--- src/rtl/regfile_scoreboard.sv ---
// regfile_scoreboard
//   Register scoreboard and issue-stall controller for the 15-entry register
//   file of the 5-stage pipeline. For each architectural register it counts
//   the issued instructions that still have a write outstanding. It stalls ID
//   on read-after-write hazards against those registers and retires pending
//   writes as the WB-stage write port fires.
//
//   Optional feature: define SCOREBOARD_WB_BYPASS_EN to let a consumer issue
//   in the same cycle as the final outstanding write-back to its source. This
//   needs a WB->ID forwarding path or a write-through register file.
//
// Ports
//   clk, rst              clock; synchronous active-high reset
//   issue_valid           ID holds an instruction requesting issue
//   src1/src2(_valid)     ID source indices and their read enables
//   issue_wb_en/dest      ID instruction writes register issue_dest
//   flush                 kill the ID instruction (suppresses issue)
//   writeBackEn/Dest_wb   WB-stage register file write
//   stall                 combinational: freeze IF/ID
//   issue_accept          combinational: ID instruction advances
//   pending               registered: bit r set while cnt[r] != 0
//   busy                  OR of pending
//   err                   sticky write-back underflow flag
module regfile_scoreboard #(
    parameter int NUM_REGS = 15,
    parameter int IDX_W    = 4,
    parameter int CNT_W    = 2
) (
    input  logic                clk,
    input  logic                rst,
    input  logic                issue_valid,
    input  logic [IDX_W-1:0]    src1,
    input  logic [IDX_W-1:0]    src2,
    input  logic                src1_valid,
    input  logic                src2_valid,
    input  logic                issue_wb_en,
    input  logic [IDX_W-1:0]    issue_dest,
    input  logic                flush,
    input  logic                writeBackEn,
    input  logic [IDX_W-1:0]    Dest_wb,
    output logic                stall,
    output logic                issue_accept,
    output logic [NUM_REGS-1:0] pending,
    output logic                busy,
    output logic                err
);

    localparam logic [IDX_W:0]   LP_NREGS = (IDX_W+1)'(NUM_REGS);
    localparam logic [CNT_W-1:0] LP_ONE   = CNT_W'(1);

    logic [CNT_W-1:0]    r_cnt [NUM_REGS];
    logic                r_err;

    // Counter lookups; untracked indices (>= NUM_REGS) read as zero, which
    // makes them hazard-free and never saturated without extra range checks.
    logic [CNT_W-1:0]    w_c1, w_c2, w_cd, w_cw;
    logic                w_wb_in_range;
    logic                w_haz1, w_haz2, w_sat;
    logic                w_underflow;
    logic [NUM_REGS-1:0] w_inc, w_dec;

    always_comb begin
        w_c1 = '0;
        w_c2 = '0;
        w_cd = '0;
        w_cw = '0;
        for (int unsigned r = 0; r < NUM_REGS; r++) begin
            if (src1       == r[IDX_W-1:0]) w_c1 = r_cnt[r];
            if (src2       == r[IDX_W-1:0]) w_c2 = r_cnt[r];
            if (issue_dest == r[IDX_W-1:0]) w_cd = r_cnt[r];
            if (Dest_wb    == r[IDX_W-1:0]) w_cw = r_cnt[r];
        end
    end

    assign w_wb_in_range = ({1'b0, Dest_wb} < LP_NREGS);

`ifdef SCOREBOARD_WB_BYPASS_EN
    // The last outstanding write lands this cycle and is forwarded to ID.
    assign w_haz1 = src1_valid && (w_c1 != '0) &&
                    !(writeBackEn && (Dest_wb == src1) && (w_c1 == LP_ONE));
    assign w_haz2 = src2_valid && (w_c2 != '0) &&
                    !(writeBackEn && (Dest_wb == src2) && (w_c2 == LP_ONE));
`else
    assign w_haz1 = src1_valid && (w_c1 != '0);
    assign w_haz2 = src2_valid && (w_c2 != '0);
`endif

    assign w_sat        = issue_wb_en && (w_cd == '1);
    assign stall        = issue_valid && !flush && (w_haz1 || w_haz2 || w_sat);
    assign issue_accept = issue_valid && !flush && !stall;
    assign w_underflow  = writeBackEn && w_wb_in_range && (w_cw == '0);

    always_comb begin
        w_inc   = '0;
        w_dec   = '0;
        pending = '0;
        for (int unsigned r = 0; r < NUM_REGS; r++) begin
            w_inc[r]   = issue_accept && issue_wb_en && (issue_dest == r[IDX_W-1:0]);
            w_dec[r]   = writeBackEn && (Dest_wb == r[IDX_W-1:0]) && (r_cnt[r] != '0);
            pending[r] = (r_cnt[r] != '0);
        end
    end

    assign busy = |pending;
    assign err  = r_err;

    always_ff @(posedge clk) begin
        if (rst) begin
            for (int unsigned r = 0; r < NUM_REGS; r++) begin
                r_cnt[r] <= '0;
            end
            r_err <= 1'b0;
        end else begin
            for (int unsigned r = 0; r < NUM_REGS; r++) begin
                if (w_inc[r] && !w_dec[r]) begin
                    r_cnt[r] <= r_cnt[r] + LP_ONE;
                end else if (w_dec[r] && !w_inc[r]) begin
                    r_cnt[r] <= r_cnt[r] - LP_ONE;
                end
            end
            if (w_underflow) begin
                r_err <= 1'b1;
            end
        end
    end

endmodule

--- config.mk ---
export PLATFORM = sky130hd
export DESIGN_NAME = regfile_scoreboard
export DESIGN_NICKNAME = d
export VERILOG_FILES = /design/src/rtl/regfile_scoreboard.sv
export SDC_FILE = /design/constraint.sdc
export NUM_CORES = 1
export LEC_CHECK = 0
export ABC_AREA = 1
export CAP_MARGIN = 20
export CORE_ASPECT_RATIO = 1.4
export CORE_MARGIN = 2
export CORE_UTILIZATION = 59
export DETAILED_ROUTE_END_ITERATION = 7
export DONT_BUFFER_PORTS = 1
export PLACE_DENSITY = 0.78
export SYNTH_ARGS = -nofsm -noshare
export SYNTH_HDL_FRONTEND = slang
export SYNTH_SLANG_ARGS = --single-unit
export TNS_END_PERCENT = 30
--- constraint.sdc ---
create_clock -name clk -period 2.85 [get_ports clk]
set_input_delay 0.855 -clock clk [delete_from_list [all_inputs] [get_ports clk]]
set_output_delay 0.855 -clock clk [all_outputs]
set_load 0.02 [all_outputs]
Yosys cells after proc, flatten, opt, wreduce, memory -nomap -nowiden

Memories as Yosys holds them, arrays and structs flattened.
Index checks and enable logic that the tools add are counted.

Register bits: 1
RAM bits: 30
Output and inout port bits: 19
Logic and storage cells: 458
Memories kept: 1

Memory list:

| name  | words | bits a word | read ports | clocked after memory_dff | wr ports | RTL line | source |
|---|---|---|---|---|---|---|---|
| r_cnt | 15    | 2           | 15         | 0                        | 15       | 51       | `logic [CNT_W-1:0] r_cnt [NUM_REGS];` |

Add/sub/neg operators: 30
Order comparisons: 1
Eq/ne operators: 57
Muxes and demuxes: 197
Bitwise gates (word level): 30
Reduce and logical (&&, ||, !) cells: 141

Operator list:

| operator                                          | count |
|---|---|
| 2-to-1 mux 2 bit                                  | 90 |
| == test 4 bit, second input constant              | 28 |
| 2-to-1 mux 1 bit                                  | 107 |
| logical AND 1 bit                                 | 84 |
| == test 4 x 3 -> 1 bit, second input constant     | 16 |
| nonzero test 2 bit                                | 17 |
| == test 4 x 2 -> 1 bit, second input constant     | 8 |
| zero test 1 bit                                   | 32 |
| adder 2 x 1 -> 2 bit, second input constant       | 15 |
| OR 1 bit                                          | 30 |
| subtractor 2 x 1 -> 2 bit, second input constant  | 15 |
| == test 4 x 1 -> 1 bit, second input constant     | 4 |
| zero test 4 bit                                   | 4 |
| OR reduction 15 bit                               | 1 |
| less-than comparator 4 bit, second input constant | 1 |
| == test 2 bit, second input constant              | 1 |
| zero test 2 bit                                   | 1 |
| logical OR 1 bit                                  | 2 |

Longest topological paths before layout

Gate-level depths: netlist of the first run.

Depth in word-level cells: 32
Gate-level depth with buffers: 24
Mapped depth without buffers: 24

Least setup slack after synthesis of the first run

OpenSTA, ideal clock, no wires.

Path type: input-to-output
From: input port issue_dest[0]
To: output port stall
Arrival time: 2.479 ns
Data required time: 1.995 ns
Setup slack: -0.484 ns
Stages on the path: 16
Buffers on the path: 0
Path through: inv_1 -> nor2_1 -> inv_1 -> nor2_1 -> nand2_1 -> nand4_1 -> nor2_1 -> nand4_1 -> nand3_1 -> nand2_1 -> nand2_1 -> nand3_1 -> nand2_1 -> inv_1 -> nor2_4 -> nor3_1

Longest elaborated chain between the ends: 20
Elaborated cells on any way between the ends: 34
Classes of those cells: eq/ne (15); mux (15); reduce/logical (4)

Ends and longest elaborated chain:

| what                           | RTL line | source |
|---|---|---|
| start: declaration             | 37       | `input logic [IDX_W-1:0] issue_dest,` |
| zero test 4 bit                | 70       | `if (issue_dest == r[IDX_W-1:0]) w_cd = r_cnt[r];` |
| 2-to-1 mux 2 bit (14 in a row) | 70       |  |
| 2-to-1 mux 2 bit (*)           | 70       |  |
| == test 2 bit (*)              | 88       | `assign w_sat = issue_wb_en && (w_cd == '1);` |
| logical AND 1 bit (*)          | 88       |  |
| logical OR 1 bit (*)           | 89       | `assign stall = issue_valid && !flush && (w_haz1 \|\| w_haz2 \|\| w_sat);` |
| logical AND 1 bit (*)          | 89       |  |
| end: declaration               | 41       | `output logic stall,` |

Every way passes the cells marked *; elsewhere a longest branch is shown, timed or not.

Final worst setup path of the first run

From: input port issue_dest[2]
To: output port stall

The elaborated chain is that of the path after synthesis.

==> qor_table.md, run 1 <==
| Group | Parameter | Reported |
| --- | --- | --- |
| hold path | Hold Startpoint | err$_SDFFE_PP0P_ |
| placement | Final weighted congestion of routability-driven global placement | 0.9945 |
| drt | Final routed DRC violation total | 0 |
| status | Violated checks | negative setup slack |
| timing | Worst hold margin | 0.5444 ns |
| floorplanning | Standard cell core area | 5863 um2 |
| yosys | Number of distinct standard cells referenced by the synthesized netlist | 35 |
| yosys | Synthesized instance count | 616 |
| timing | Worst slew margin relative to its limit | 61.40% |
| yosys | Synthesized-area fraction occupied by and/or/nand/nor cells | 51.58% |
| pwr | Combinational fraction of design power | 34.0% |
| finish | Ant diodes | 0 |
| drt | Remaining antenna violation count | 0 |
| setup path | Critical path peak fanout | 4 |
| finish | Total number of nets in the final design | 730 |
| pwr | Peak ir drop on the vdd network | 0.0002090 V |
| pwr | PnR Total Power | 1.390 mW |
| global routing | Remaining global-route overflow | 0 |
| drt | Number of detailed-route iterations in the first pass | 5 |
| setup path | Class of the most critical setup path | input pin to output pin |
| setup path | Logic depth of the worst register-to-register path | 21 |
| timing | Worst-margin pin slew | 0.5746 ns |
| floorplanning | Vertical extent of the die | 95.99 um |
| drt | Routed wire length | 13.24 mm |
| finish | Final core occ | 79.60% |
| yosys | Share of synthesized area occupied by flip-flops and latches | 25.82% |
| yosys | Nets in the synthesized netlist | 641 |
| flow run | Number of max-cap violations | 0 |
| setup path | Reg-to-reg setup timing slack | -0.18 ns |
| global routing | Wire length of the first global-routing pass | 20.16 mm |
| pwr | Switching pwr | 0.5132 mW |
| global routing | Antenna violations before repair | 0 |
| clocking | Number of buffers added by the clock tree synthesis step | 5 |
| yosys | Mux contribution to synthesized area | 0% |
| clocking | Maximum level of the CTS H-tree | 2 |
| timing | RSZ-0062 raised after global routing | yes |
| timing | Upper clock frequency limit | 0.3012 GHz |
| drt | Via density per instance | 5.939 |
| drt | Iteration-0 DRC Markers | 482 |
| finish | Area growth syn-to-layout | 30.88% |
| yosys | Xor/xnor share of the synthesized area | 0% |
| timing | Min setup slack post-route | -0.4702 ns |
| clocking | Clock network latency to the later pin of the worst-skew pair | 0.29 ns |
| placement | Detailed-placement wirelength estimate | 9.711 mm |
| setup path | Worst Path Required | 2.00 ns |
| floorplanning | Num rows | 33 |
| yosys | Flop and latch count out of synthesis | 31 |
| clocking | Maximum buffer depth of the clock tree | 2 |
| clocking | Number of clock sinks seen by CTS | 31 |
| yosys | Combined area of all synthesized cells | 3566 um2 |
| floorplanning | Initial core utilization | 60.82% |
| yosys | Yosys warning total | 0 |
| global routing | Vias in the first global route | 4354 |
| setup path | R2r endpoint | r_cnt[0][11]$_SDFFCE_PN0P_ |
| placement | Worst Setup Slack post-DPL | -0.4633 ns |
| timing | Final period util | 116.5% |
| hold path | Worst min-delay path class | register to register |
| yosys | Area share of fa/ha/maj cells after synthesis | 0.3509% |
| hold path | Worst Hold Path EP | err$_SDFFE_PP0P_ |
| setup path | Critical path's most frequent cell | sky130_fd_sc_hd__nand2_1 |
| drt | Final routed wire length divided by cell count | 17.06 um |
| pwr | Portion of total power attributed to sequential cells | 40.8% |
| pwr | Leak Pwr | 2.389 nW |
| yosys | Synth Area in Compound Gates | 7.860% |
| clocking | Clock root buffer master | sky130_fd_sc_hd__clkbuf_8 |
| timing | Number of pins exceeding their max-slew limit in the final report | 0 |
| pwr | Internal power component | 0.8770 mW |
| floorplanning | Width of the chip | 69.71 um |
| clocking | Clock slew at reported path FFs | 0.07 ns |
| setup path | Arrival time at the worst endpoint | 2.47 ns |
| yosys | Post-Synthesis Mean Instance Area | 5.789 um2 |
| setup path | Critical path launch point type | input pin |
| yosys | Main combinational cell family by area after synthesis | simple AND/OR/NAND/NOR gates |
| clocking | Hold-fix buffers, CTS | 0 |
| timing | Minimum clock period after layout | 3.320 ns |
| global routing | Global router's overall resource usage | 38.85% |
| setup path | Start of the worst register-to-register path | r_cnt[0][3]$_SDFFCE_PN0P_ |
| setup path | CP cell instances | nor2_4 -> nand2_2 -> o21ai_2 -> inv_1 -> nand2_1 -> nand2_1 -> nand4_1 -> nand2_1 -> nand2_1 -> nand3_2 -> nand2_1 -> nand2_1 -> nand3_2 -> nand2_2 -> inv_2 -> nor2_4 -> nor3_4 |
| hold path | Hold path depth | 2 |
| global routing | Pin count of the biggest net entering global routing | 22 |
| finish | Fraction of final layout cells sized beyond drive strength 1 | 27.20% |
| pwr | Ratio of total power to cell area | 297.9 nW/um2 |
| floorplanning | Number of primary I/O pins | 43 |
| pwr | Clock network power share | 25.2% |
| placement | Buffers added on ports | 0 |
| timing | Worst clock skew | 0.01141 ns |
| setup path | Master of the slowest instance on the critical path | sky130_fd_sc_hd__nor3_4 |
| floorplanning | Die Footprint | 6691 um2 |
| timing | Setup violators final | 58 |
| clocking | TritonCTS clock tree | yes |
| timing | Total negative setup slack | -11.27 ns |
| finish | Filler cell count in the final layout | 441 |
| setup path | Category of the worst setup path capture point | output pin |
| timing | Number of endpoints with negative hold slack in the final report | 0 |
| pwr | Share of total power consumed by net switching | 36.91% |
| status | Run status | finished, violations left |
| drt | Vias | 4609 |
| setup path | Largest stage delay on the critical path | 0.30 ns |
-- per-stage QoR --
step	instances	instance area [um2]
global route	776	4667
detailed placement	747	4195
global placement	747	4195
floorplan	616	3632
CTS	774	4539
finish	776	4667
-- placed cells by master, fill, tap and decap left out, drive strengths merged --
cell type	Yosys	routed
a21boi	1	1
nand2	187	187
clkinv	2	2
a31oi	2	2
nand4	24	24
o21ai	23	23
and2	1	1
o22ai	3	3
ha	1	1
or2	1	1
inv	124	124
clkbuf	4	8
nor3	11	11
o21bai	4	4
edfxtp	30	30
a41o	1	1
nand3	68	68
nor4	6	6
o311ai	1	1
o31ai	1	1
buf	2	88
nor2	104	104
dfxtp	1	1
a21oi	14	14
-- cell type report --
type	count	area (um2)	area share [%]
multi-input cells	453	2401	51.45
flip-flops and latches	31	920.9	19.73
repair buffers	88	700.7	15.01
inverters	126	476.7	10.21
well taps	70	87.58	1.877
clock buffers	8	80.08	1.716
-- logic make-up after synthesis --
group	Yosys count
AND/OR/NAND/NOR	402
buffers and inverters	132
AO/OA/AOI/OAI	50
flip-flops	31
adder cells (fa/ha/maj)	1
-- critical path: cells and delay by family --
family	cells	cell delay, ns
and+or+nand+nor	14	1.30
AOI/OAI and AO/OA	1	0.18
buffers and inverters	2	0.13
-- how the worst max path moves through the flow --
stage	from	end	slack [ns]
3_5_place_dp	src1[0]	stall	-0.46
2_1_floorplan	issue_dest[2]	stall	-0.16
5_1_grt	issue_dest[2]	stall	-0.61
3_3_place_gp	src1[0]	stall	-0.42
4_1_cts	issue_dest[3]	stall	-0.34
6_report	issue_dest[2]	stall	-0.47
-- cell usage after synthesis --
master                     number  area share (%)
sky130_fd_sc_hd__nand4_4        1            0.60
sky130_fd_sc_hd__nand4_1       19             3.3
sky130_fd_sc_hd__edfxtp_1      30              25
sky130_fd_sc_hd__buf_12         1            0.56
sky130_fd_sc_hd__nor2_2         7             1.2
sky130_fd_sc_hd__a21oi_1       14             2.0
sky130_fd_sc_hd__nor2_1        92             9.7
sky130_fd_sc_hd__o21ai_0       19             2.7
sky130_fd_sc_hd__dfxtp_1        1            0.56
sky130_fd_sc_hd__inv_2          6            0.63
sky130_fd_sc_hd__a21boi_0       1            0.21
sky130_fd_sc_hd__nand4_2        4             1.4
sky130_fd_sc_hd__or2_0          1            0.18
sky130_fd_sc_hd__ha_1           1            0.35
sky130_fd_sc_hd__nand3_1       63             8.8
sky130_fd_sc_hd__clkbuf_1       4            0.42
sky130_fd_sc_hd__o311ai_0       1            0.25
sky130_fd_sc_hd__nand3_2        5             1.4
sky130_fd_sc_hd__inv_1        118              12
sky130_fd_sc_hd__nand2_4        2            0.63
sky130_fd_sc_hd__a31oi_1        2            0.35
sky130_fd_sc_hd__o31ai_1        1            0.21
sky130_fd_sc_hd__nor4_1         6             1.1
sky130_fd_sc_hd__o22ai_1        3            0.53
sky130_fd_sc_hd__and2_4         1            0.25
sky130_fd_sc_hd__nand2_1      183              19
sky130_fd_sc_hd__nand2_2        2            0.35
sky130_fd_sc_hd__o21ai_1        4            0.56
sky130_fd_sc_hd__nor3_1        11             1.5
sky130_fd_sc_hd__buf_2          1            0.14
sky130_fd_sc_hd__o21bai_1       4            0.84
sky130_fd_sc_hd__clkinv_1       2            0.21
sky130_fd_sc_hd__nor2_4         4             1.3
sky130_fd_sc_hd__a41o_1         1            0.28
sky130_fd_sc_hd__nor2_8         1            0.56
-- registers in the layout, indices dropped and copies added, names as in the netlist --
name,flops
err,1
r_cnt,30
-- power groups by stage --
stage,sequential [mW],combinational [mW],clock [mW]
2_1_floorplan,0.566,0.274,0
3_3_place_gp,0.572,0.406,0
3_5_place_dp,0.573,0.414,0
4_1_cts,0.563,0.442,0.343
5_1_grt,0.569,0.507,0.357
6_report,0.567,0.473,0.350
-- per-layer routing --
layer / track usage [%] / routed length, um
met1: 41.95 / 4609
met2: 70.11 / 6357
met3: 6.806 / 1285
met4: 25.64 / 988
met5: 0 / 0
-- what timing repair did --
action	4_1_cts	5_1_grt
setup endpoints to repair	33	58
pin swaps	16	10
gates resized for setup	36	28
buffers inserted	19	2
Power figures use the tool's default switching activity.
==> run 2: changes to the inputs <==
==> constraint.sdc (replaced) <==
create_clock -name clk -period 2.85 [get_ports clk]
set_input_delay 0.57 -clock clk [delete_from_list [all_inputs] [get_ports clk]]
set_output_delay 0.57 -clock clk [all_outputs]
set_load 0.02 [all_outputs]
==> run 2 against run 1 <==
Compared with the run above:
- the run now ends clean
- total power decreased by 5.2%
- register-to-register slack better by 0.27 ns
- die area is the same
- via count shrank 8.3%
- global-route usage shrank 2.9 points
- fmax is 18% higher
- critical path type unchanged
- critical endpoint unchanged
==> qor_table.md, run 2 (same netlist as run 1, synthesis figures left out) <==
| Group | Parameter | Reported |
| --- | --- | --- |
| finish | Fraction of final layout cells sized beyond drive strength 1 | 14.99% |
| hold path | Hold path depth | 1 |
| hold path | Worst Hold Path EP | err$_SDFFE_PP0P_ |
| pwr | Portion of total power attributed to sequential cells | 42.7% |
| drt | Vias | 4225 |
| placement | Detailed-placement wirelength estimate | 9.315 mm |
| floorplanning | Standard cell core area | 5863 um2 |
| placement | Final weighted congestion of routability-driven global placement | 1.038 |
| setup path | Critical path peak fanout | 7 |
| pwr | Switching pwr | 0.4728 mW |
| timing | Total negative setup slack | 0 ns |
| clocking | Number of buffers added by the clock tree synthesis step | 5 |
| timing | Number of endpoints with negative hold slack in the final report | 0 |
| pwr | Share of total power consumed by net switching | 35.87% |
| hold path | Hold Startpoint | rst |
| timing | RSZ-0062 raised after global routing | yes |
| setup path | Master of the slowest instance on the critical path | sky130_fd_sc_hd__o21ai_0 |
| timing | Minimum clock period after layout | 2.811 ns |
| finish | Largest register by flop count | r_cnt |
| finish | Ant diodes | 0 |
| global routing | Vias in the first global route | 3968 |
| finish | Commonest non-fill, non-tap cells in the layout | sky130_fd_sc_hd__nand2_1, sky130_fd_sc_hd__inv_1, sky130_fd_sc_hd__nor2_1, sky130_fd_sc_hd__nand3_1, sky130_fd_sc_hd__buf_4 |
| finish | Non-filler cells, final | 737 |
| flow run | Number of max-cap violations | 0 |
| pwr | Internal power component | 0.8453 mW |
| drt | Number of detailed-route iterations in the first pass | 7 |
| pwr | Leak Pwr | 2.115 nW |
| drt | Via density per instance | 5.733 |
| setup path | Class of the most critical setup path | input pin to output pin |
| setup path | Category of the worst setup path capture point | output pin |
| placement | Buffers added on ports | 0 |
| placement | Placed cell areas | 3911 um2 |
| timing | Worst clock skew | 0.006952 ns |
| status | Run status | finished clean |
| timing | Setup violators final | 0 |
| clocking | Maximum buffer depth of the clock tree | 2 |
| clocking | Maximum level of the CTS H-tree | 2 |
| setup path | Arrival time at the worst endpoint | 2.24 ns |
| clocking | Number of clock sinks seen by CTS | 31 |
| timing | Worst hold margin | 0.3586 ns |
| hold path | Worst min-delay path class | input pin to register |
| floorplanning | Vertical extent of the die | 95.99 um |
| timing | Number of pins exceeding their max-slew limit in the final report | 0 |
| pwr | Peak ir drop on the vdd network | 0.0002688 V |
| pwr | Combinational fraction of design power | 31.6% |
| floorplanning | Number of primary I/O pins | 43 |
| pwr | Clock network power share | 25.7% |
| timing | Final period util | 98.63% |
| floorplanning | Width of the chip | 69.71 um |
| setup path | Largest delay share family, worst path | simple AND/OR/NAND/NOR gates |
| finish | Total number of nets in the final design | 691 |
| setup path | Reg-to-reg setup timing slack | 0.09 ns |
| global routing | Global router's overall resource usage | 35.94% |
| finish | Area growth syn-to-layout | 15.97% |
| drt | Remaining antenna violation count | 0 |
| timing | Upper clock frequency limit | 0.3557 GHz |
| setup path | Worst Path Required | 2.28 ns |
| drt | Routed wire length | 11.72 mm |
| global routing | Pin count of the biggest net entering global routing | 29 |
| setup path | Critical path launch point type | input pin |
| timing | Worst slew margin relative to its limit | 58.80% |
| setup path | Startpoint of the most critical setup path | issue_dest[2] |
| clocking | Clock slew at reported path FFs | 0.06 ns |
| setup path | Largest stage delay on the critical path | 0.19 ns |
| setup path | Critical path's most frequent cell | sky130_fd_sc_hd__nand2_1 |
| drt | Iteration-0 DRC Markers | 411 |
| finish | Number of flip-flops in the largest register | 30 |
| finish | Final core occ | 70.53% |
| floorplanning | Die Footprint | 6691 um2 |
| timing | Worst-margin pin slew | 0.6133 ns |
| global routing | Wire length of the first global-routing pass | 18.67 mm |
| placement | Number of placed instances, taps included | 718 |
| floorplanning | Initial core utilization | 60.82% |
| setup path | CP cell instances | nor2_4 -> nand2_1 -> o21ai_0 -> inv_1 -> nand2_1 -> nand2_1 -> nand4_1 -> nand2_1 -> nand2_1 -> nand3_1 -> nand2_1 -> nand2_1 -> nand3_1 -> nand2_2 -> inv_1 -> nor2_4 -> nor3_1 -> buf_4 |
| drt | Final routed DRC violation total | 0 |
| clocking | TritonCTS clock tree | yes |
| setup path | Logic depth of the worst register-to-register path | 23 |
| finish | Most common cell after layout, fill and taps aside | sky130_fd_sc_hd__nand2_1 |
| clocking | Hold-fix buffers, CTS | 0 |
| drt | Final routed wire length divided by cell count | 15.90 um |
| clocking | Clock network latency to the later pin of the worst-skew pair | 0.29 ns |
| global routing | Remaining global-route overflow | 0 |
| setup path | R2r endpoint | r_cnt[0][10]$_SDFFCE_PN0P_ |
| pwr | Ratio of total power to cell area | 318.7 nW/um2 |
| setup path | Start of the worst register-to-register path | r_cnt[0][0]$_SDFFCE_PN0P_ |
| finish | Post-Layout Inst Area | 4135 um2 |
| global routing | Antenna violations before repair | 0 |
| floorplanning | Num rows | 33 |
| clocking | Clock root buffer master | sky130_fd_sc_hd__clkbuf_8 |
| setup path | Crit path buf inv count | 3 |
run 2: cell count changes in the layout (fill, tap and decap cells not counted), sizes merged:
cell	delta
buf	-39
clkbuf	-1
clkinv	+1
run 2: routing by layer:
metal | share of wire [%] | up-vias | routed length [um] | track usage, %
met2 | 49 | 195 | 5721 | 65.95
met5 | 0 | - | 0 | 0
li1 | - | 2062 | - | -
met3 | 7.9 | 55 | 928 | 6.492
met1 | 37 | 1913 | 4335 | 39.74
met4 | 6.2 | 0 | 732 | 18.91
run 2: power by group through the flow:
stage	registers (mW)	clock network, mW	logic, mW
finish	0.563	0.338	0.417
CTS	0.564	0.340	0.387
floorplan	0.566	0	0.263
global placement	0.573	0	0.367
global route	0.566	0.358	0.457
detailed placement	0.574	0	0.377
run 2: worst reg2reg max path: cells and delay by family, from the launching register on:
family | cells | cell delay, ns
flops | 1 | 0.47
buf+inv | 4 | 0.50
simple gates | 19 | 1.50
run 2: metrics by stage:
step           total power [mW]  setup slack (ns)
6_report                  1.318           0.03891
5_1_grt                   1.381           -0.1112
4_1_cts                   1.290           0.03438
3_5_place_dp             0.9512          -0.07112
3_3_place_gp             0.9404         -0.001346
2_1_floorplan            0.8289           0.08623
run 2: repair_timing:
action,in CTS,in global routing
setup endpoints to repair,1,27
pin swaps,1,6
buffers inserted,4,7
resized for setup,0,21
run 2: final cells by class:
type,instances,area (um2)
timing repair buffer,49,384.1
clock inverter,1,5.005
clock buffer,7,76.32
tap,70,87.58
inverter,126,473.0
fill,555,1728
multi-input combinational,453,2188
sequential,31,920.9
run 2: how the worst max path moves through the flow:
stage	end	slack [ns]	depth (start not counted)
finish	stall	0.04	18
global route	stall	-0.11	19
CTS	stall	0.03	19
detailed placement	r_cnt[0][1]$_SDFFCE_PN0P_	-0.07	25
global placement	r_cnt[0][4]$_SDFFCE_PN0P_	-0.001	23
floorplan	stall	0.09	16
==> run 3: changes to the inputs <==
==> constraint.sdc (replaced) <==
create_clock -name clk -period 2.85 [get_ports clk]
set_input_delay 0.57 -clock clk [delete_from_list [all_inputs] [get_ports clk]]
set_output_delay 0.57 -clock clk [all_outputs]
set_load 0.05 [all_outputs]
==> run 3 against run 2 <==
Compared with the run above:
- the run now ends with negative setup slack left
- wire length grew 4.5%
- die area is the same
- global-route usage shrank 0.21 points
- clock power is essentially flat
- sequential share of layout area shrank 1.6 points
- critical path type is now register to output pin
- critical endpoint unchanged
- highest routed layer unchanged
==> qor_table.md, run 3 (same netlist as run 1, synthesis figures left out) <==
| Group | Parameter | Reported |
| --- | --- | --- |
| floorplanning | Num rows | 33 |
| clocking | Number of buffers added by the clock tree synthesis step | 5 |
| floorplanning | Initial core utilization | 60.82% |
| clocking | Clock root buffer master | sky130_fd_sc_hd__clkbuf_8 |
| drt | Number of detailed-route iterations in the first pass | 5 |
| clocking | Hold-fix buffers, CTS | 0 |
| setup path | Worst Path Required | 2.28 ns |
| timing | Minimum clock period after layout | 2.945 ns |
| setup path | Arrival time at the worst endpoint | 2.37 ns |
| clocking | Clock slew at reported path FFs | 0.07 ns |
| floorplanning | Vertical extent of the die | 95.99 um |
| global routing | Pin count of the biggest net entering global routing | 22 |
| global routing | Global router's overall resource usage | 35.73% |
| hold path | Worst min-delay path class | input pin to register |
| setup path | Critical path peak fanout | 3 |
| clocking | Maximum buffer depth of the clock tree | 2 |
| setup path | Largest delay share family, worst path | simple AND/OR/NAND/NOR gates |
| setup path | Master of the slowest instance on the critical path | sky130_fd_sc_hd__edfxtp_1 |
| pwr | PnR Total Power | 1.424 mW |
| status | Run status | finished, violations left |
| finish | Commonest non-fill, non-tap cells in the layout | sky130_fd_sc_hd__nand2_1, sky130_fd_sc_hd__inv_1, sky130_fd_sc_hd__nor2_1, sky130_fd_sc_hd__nand3_1, sky130_fd_sc_hd__buf_4 |
| global routing | Remaining global-route overflow | 0 |
| clocking | Maximum level of the CTS H-tree | 2 |
| placement | Buffers added on ports | 0 |
| finish | Area growth syn-to-layout | 25.02% |
| setup path | Start of the worst register-to-register path | r_cnt[0][4]$_SDFFCE_PN0P_ |
| setup path | Critical path launch point type | register |
| pwr | Ratio of total power to cell area | 319.4 nW/um2 |
| setup path | Startpoint of the most critical setup path | r_cnt[0][0]$_SDFFCE_PN0P_ |
| finish | Largest register by flop count | r_cnt |
| drt | Vias | 4267 |
| drt | Final routed wire length divided by cell count | 16.32 um |
| finish | Filler cell count in the final layout | 482 |
| clocking | Clock network latency to the later pin of the worst-skew pair | 0.28 ns |
| drt | Final routed DRC violation total | 0 |
| placement | Detailed-placement wirelength estimate | 9.243 mm |
| setup path | Category of the worst setup path capture point | output pin |
| drt | Iteration-0 DRC Markers | 424 |
| finish | Final core occ | 76.04% |
| floorplanning | Standard cell core area | 5863 um2 |
| global routing | Antenna violations before repair | 0 |
| floorplanning | Number of primary I/O pins | 43 |
| finish | Number of flip-flops in the largest register | 30 |
| timing | Worst clock skew | 0.005861 ns |
| timing | Min setup slack post-route | -0.09497 ns |
| global routing | Wire length of the first global-routing pass | 18.58 mm |
| finish | Most common cell after layout, fill and taps aside | sky130_fd_sc_hd__nand2_1 |
| drt | Via density per instance | 5.689 |
| timing | Setup violators final | 2 |
| clocking | Number of clock sinks seen by CTS | 31 |
| finish | Ant diodes | 0 |
| drt | Routed wire length | 12.24 mm |
| timing | Number of endpoints with negative hold slack in the final report | 0 |
| flow run | Number of max-cap violations | 0 |
| timing | Final period util | 103.3% |
| setup path | CP cell instances | buf_4 -> nand3_1 -> nand2_1 -> nor2_1 -> nand2_1 -> nand2_1 -> nand2_1 -> nand2_1 -> nand3_1 -> o21bai_1 -> nand2_1 -> nand2_1 -> nand3_2 -> nand2_2 -> nand2_2 -> nor2_4 -> buf_12 -> nor3_4 -> buf_12 |
| timing | Upper clock frequency limit | 0.3396 GHz |
| setup path | Largest stage delay on the critical path | 0.43 ns |
| setup path | Crit path buf inv count | 3 |
| timing | RSZ-0062 raised after global routing | yes |
| finish | Fraction of final layout cells sized beyond drive strength 1 | 20.74% |
| placement | Final weighted congestion of routability-driven global placement | 1.004 |
| finish | Total number of nets in the final design | 704 |
| drt | Remaining antenna violation count | 0 |
| setup path | Critical path's most frequent cell | sky130_fd_sc_hd__nand2_1 |
| timing | Worst-margin pin slew | 0.6484 ns |
| placement | Worst Setup Slack post-DPL | -0.1855 ns |
| floorplanning | Die Footprint | 6691 um2 |
| timing | Number of pins exceeding their max-slew limit in the final report | 0 |
| hold path | Hold Startpoint | rst |
| pwr | Peak ir drop on the vdd network | 0.0003047 V |
| setup path | Class of the most critical setup path | register to output pin |
| floorplanning | Width of the chip | 69.71 um |
| clocking | TritonCTS clock tree | yes |
| status | Violated checks | negative setup slack |
| pwr | Leak Pwr | 2.292 nW |
| global routing | Vias in the first global route | 4043 |
| timing | Worst slew margin relative to its limit | 56.44% |
run 3: cell count changes in the layout (fill, tap and decap cells not counted), sizes merged:
cell,previous run,this run
buf,49,62
run 3: worst reg2reg max path, cell delays in order, from the launching register on:
cell,delay (ns)
sky130_fd_sc_hd__edfxtp_1,0.42
sky130_fd_sc_hd__inv_2,0.12
sky130_fd_sc_hd__nor2_1,0.07
sky130_fd_sc_hd__nor2_2,0.12
sky130_fd_sc_hd__nand4_1,0.10
sky130_fd_sc_hd__o21bai_1,0.13
sky130_fd_sc_hd__nand2_1,0.06
sky130_fd_sc_hd__nand2_1,0.06
sky130_fd_sc_hd__nand2_1,0.05
sky130_fd_sc_hd__nand2_1,0.08
sky130_fd_sc_hd__nand2_1,0.07
sky130_fd_sc_hd__nand2_1,0.06
sky130_fd_sc_hd__nand2_1,0.06
sky130_fd_sc_hd__nand2_2,0.11
sky130_fd_sc_hd__buf_6,0.12
sky130_fd_sc_hd__nand4_4,0.08
sky130_fd_sc_hd__buf_6,0.15
sky130_fd_sc_hd__nor2_8,0.18
sky130_fd_sc_hd__buf_12,0.14
sky130_fd_sc_hd__buf_6,0.09
sky130_fd_sc_hd__nand2_4,0.05
sky130_fd_sc_hd__o21ai_2,0.16
run 3: layout make-up:
| cell class | count | area, um2 | area share (%) |
|---|---|---|---|
| clock inverter | 1 | 5.005 | 0.1123 |
| inverter | 126 | 475.5 | 10.67 |
| sequential | 31 | 920.9 | 20.66 |
| clock buffer | 7 | 76.32 | 1.712 |
| tap | 70 | 87.58 | 1.965 |
| timing repair buffer | 62 | 554.3 | 12.43 |
| multi-input combinational | 453 | 2338 | 52.46 |
run 3: per-stage QoR:
stage / cell area, um2 / setup TNS, ns / hold slack (ns) / std cells
CTS: 4210 / -0.03397 / 0.3525 / 745
global placement: 4020 / -2.093 / 0.5650 / 726
finish: 4458 / -0.1169 / 0.3686 / 750
global route: 4458 / -3.568 / 0.3534 / 750
detailed placement: 4020 / -4.448 / 0.5694 / 726
floorplan: 3577 / 0 / 0.5553 / 616
run 3: path summary, 6_finish.rpt:
path / slack [ns] / end / cells past startpoint
worst min-delay path: 0.37 / err$_SDFFE_PP0P_ / 1
worst max-delay path: -0.09 / stall / 19
worst min register to register: 0.58 / r_cnt[1][8]$_SDFFCE_PP0P_ / 1
worst max register to register: 0.08 / r_cnt[1][7]$_SDFFCE_PP0P_ / 21
run 3: layer usage:
layer | wire (um) | global-route usage [%]
met1 | 4309 | 38.42
met2 | 6107 | 67.07
met3 | 1075 | 5.340
met4 | 748 | 20.19
met5 | 0 | 0
run 3: power by group:
part | switching, mW | internal [mW] | total (mW) | leakage, nW
combinational | 0.339 | 0.179 | 0.518 | 1.93
sequential | 0.0327 | 0.533 | 0.566 | 0.316
clock | 0.169 | 0.171 | 0.340 | 0.0422
total | 0.540 | 0.884 | 1.42 | 2.29
run 3: what timing repair did:
action,in CTS,in global routing
pin swaps,6,11
setup buffers,11,5
gates resized for setup,10,54
endpoints found under the setup margin,4,42
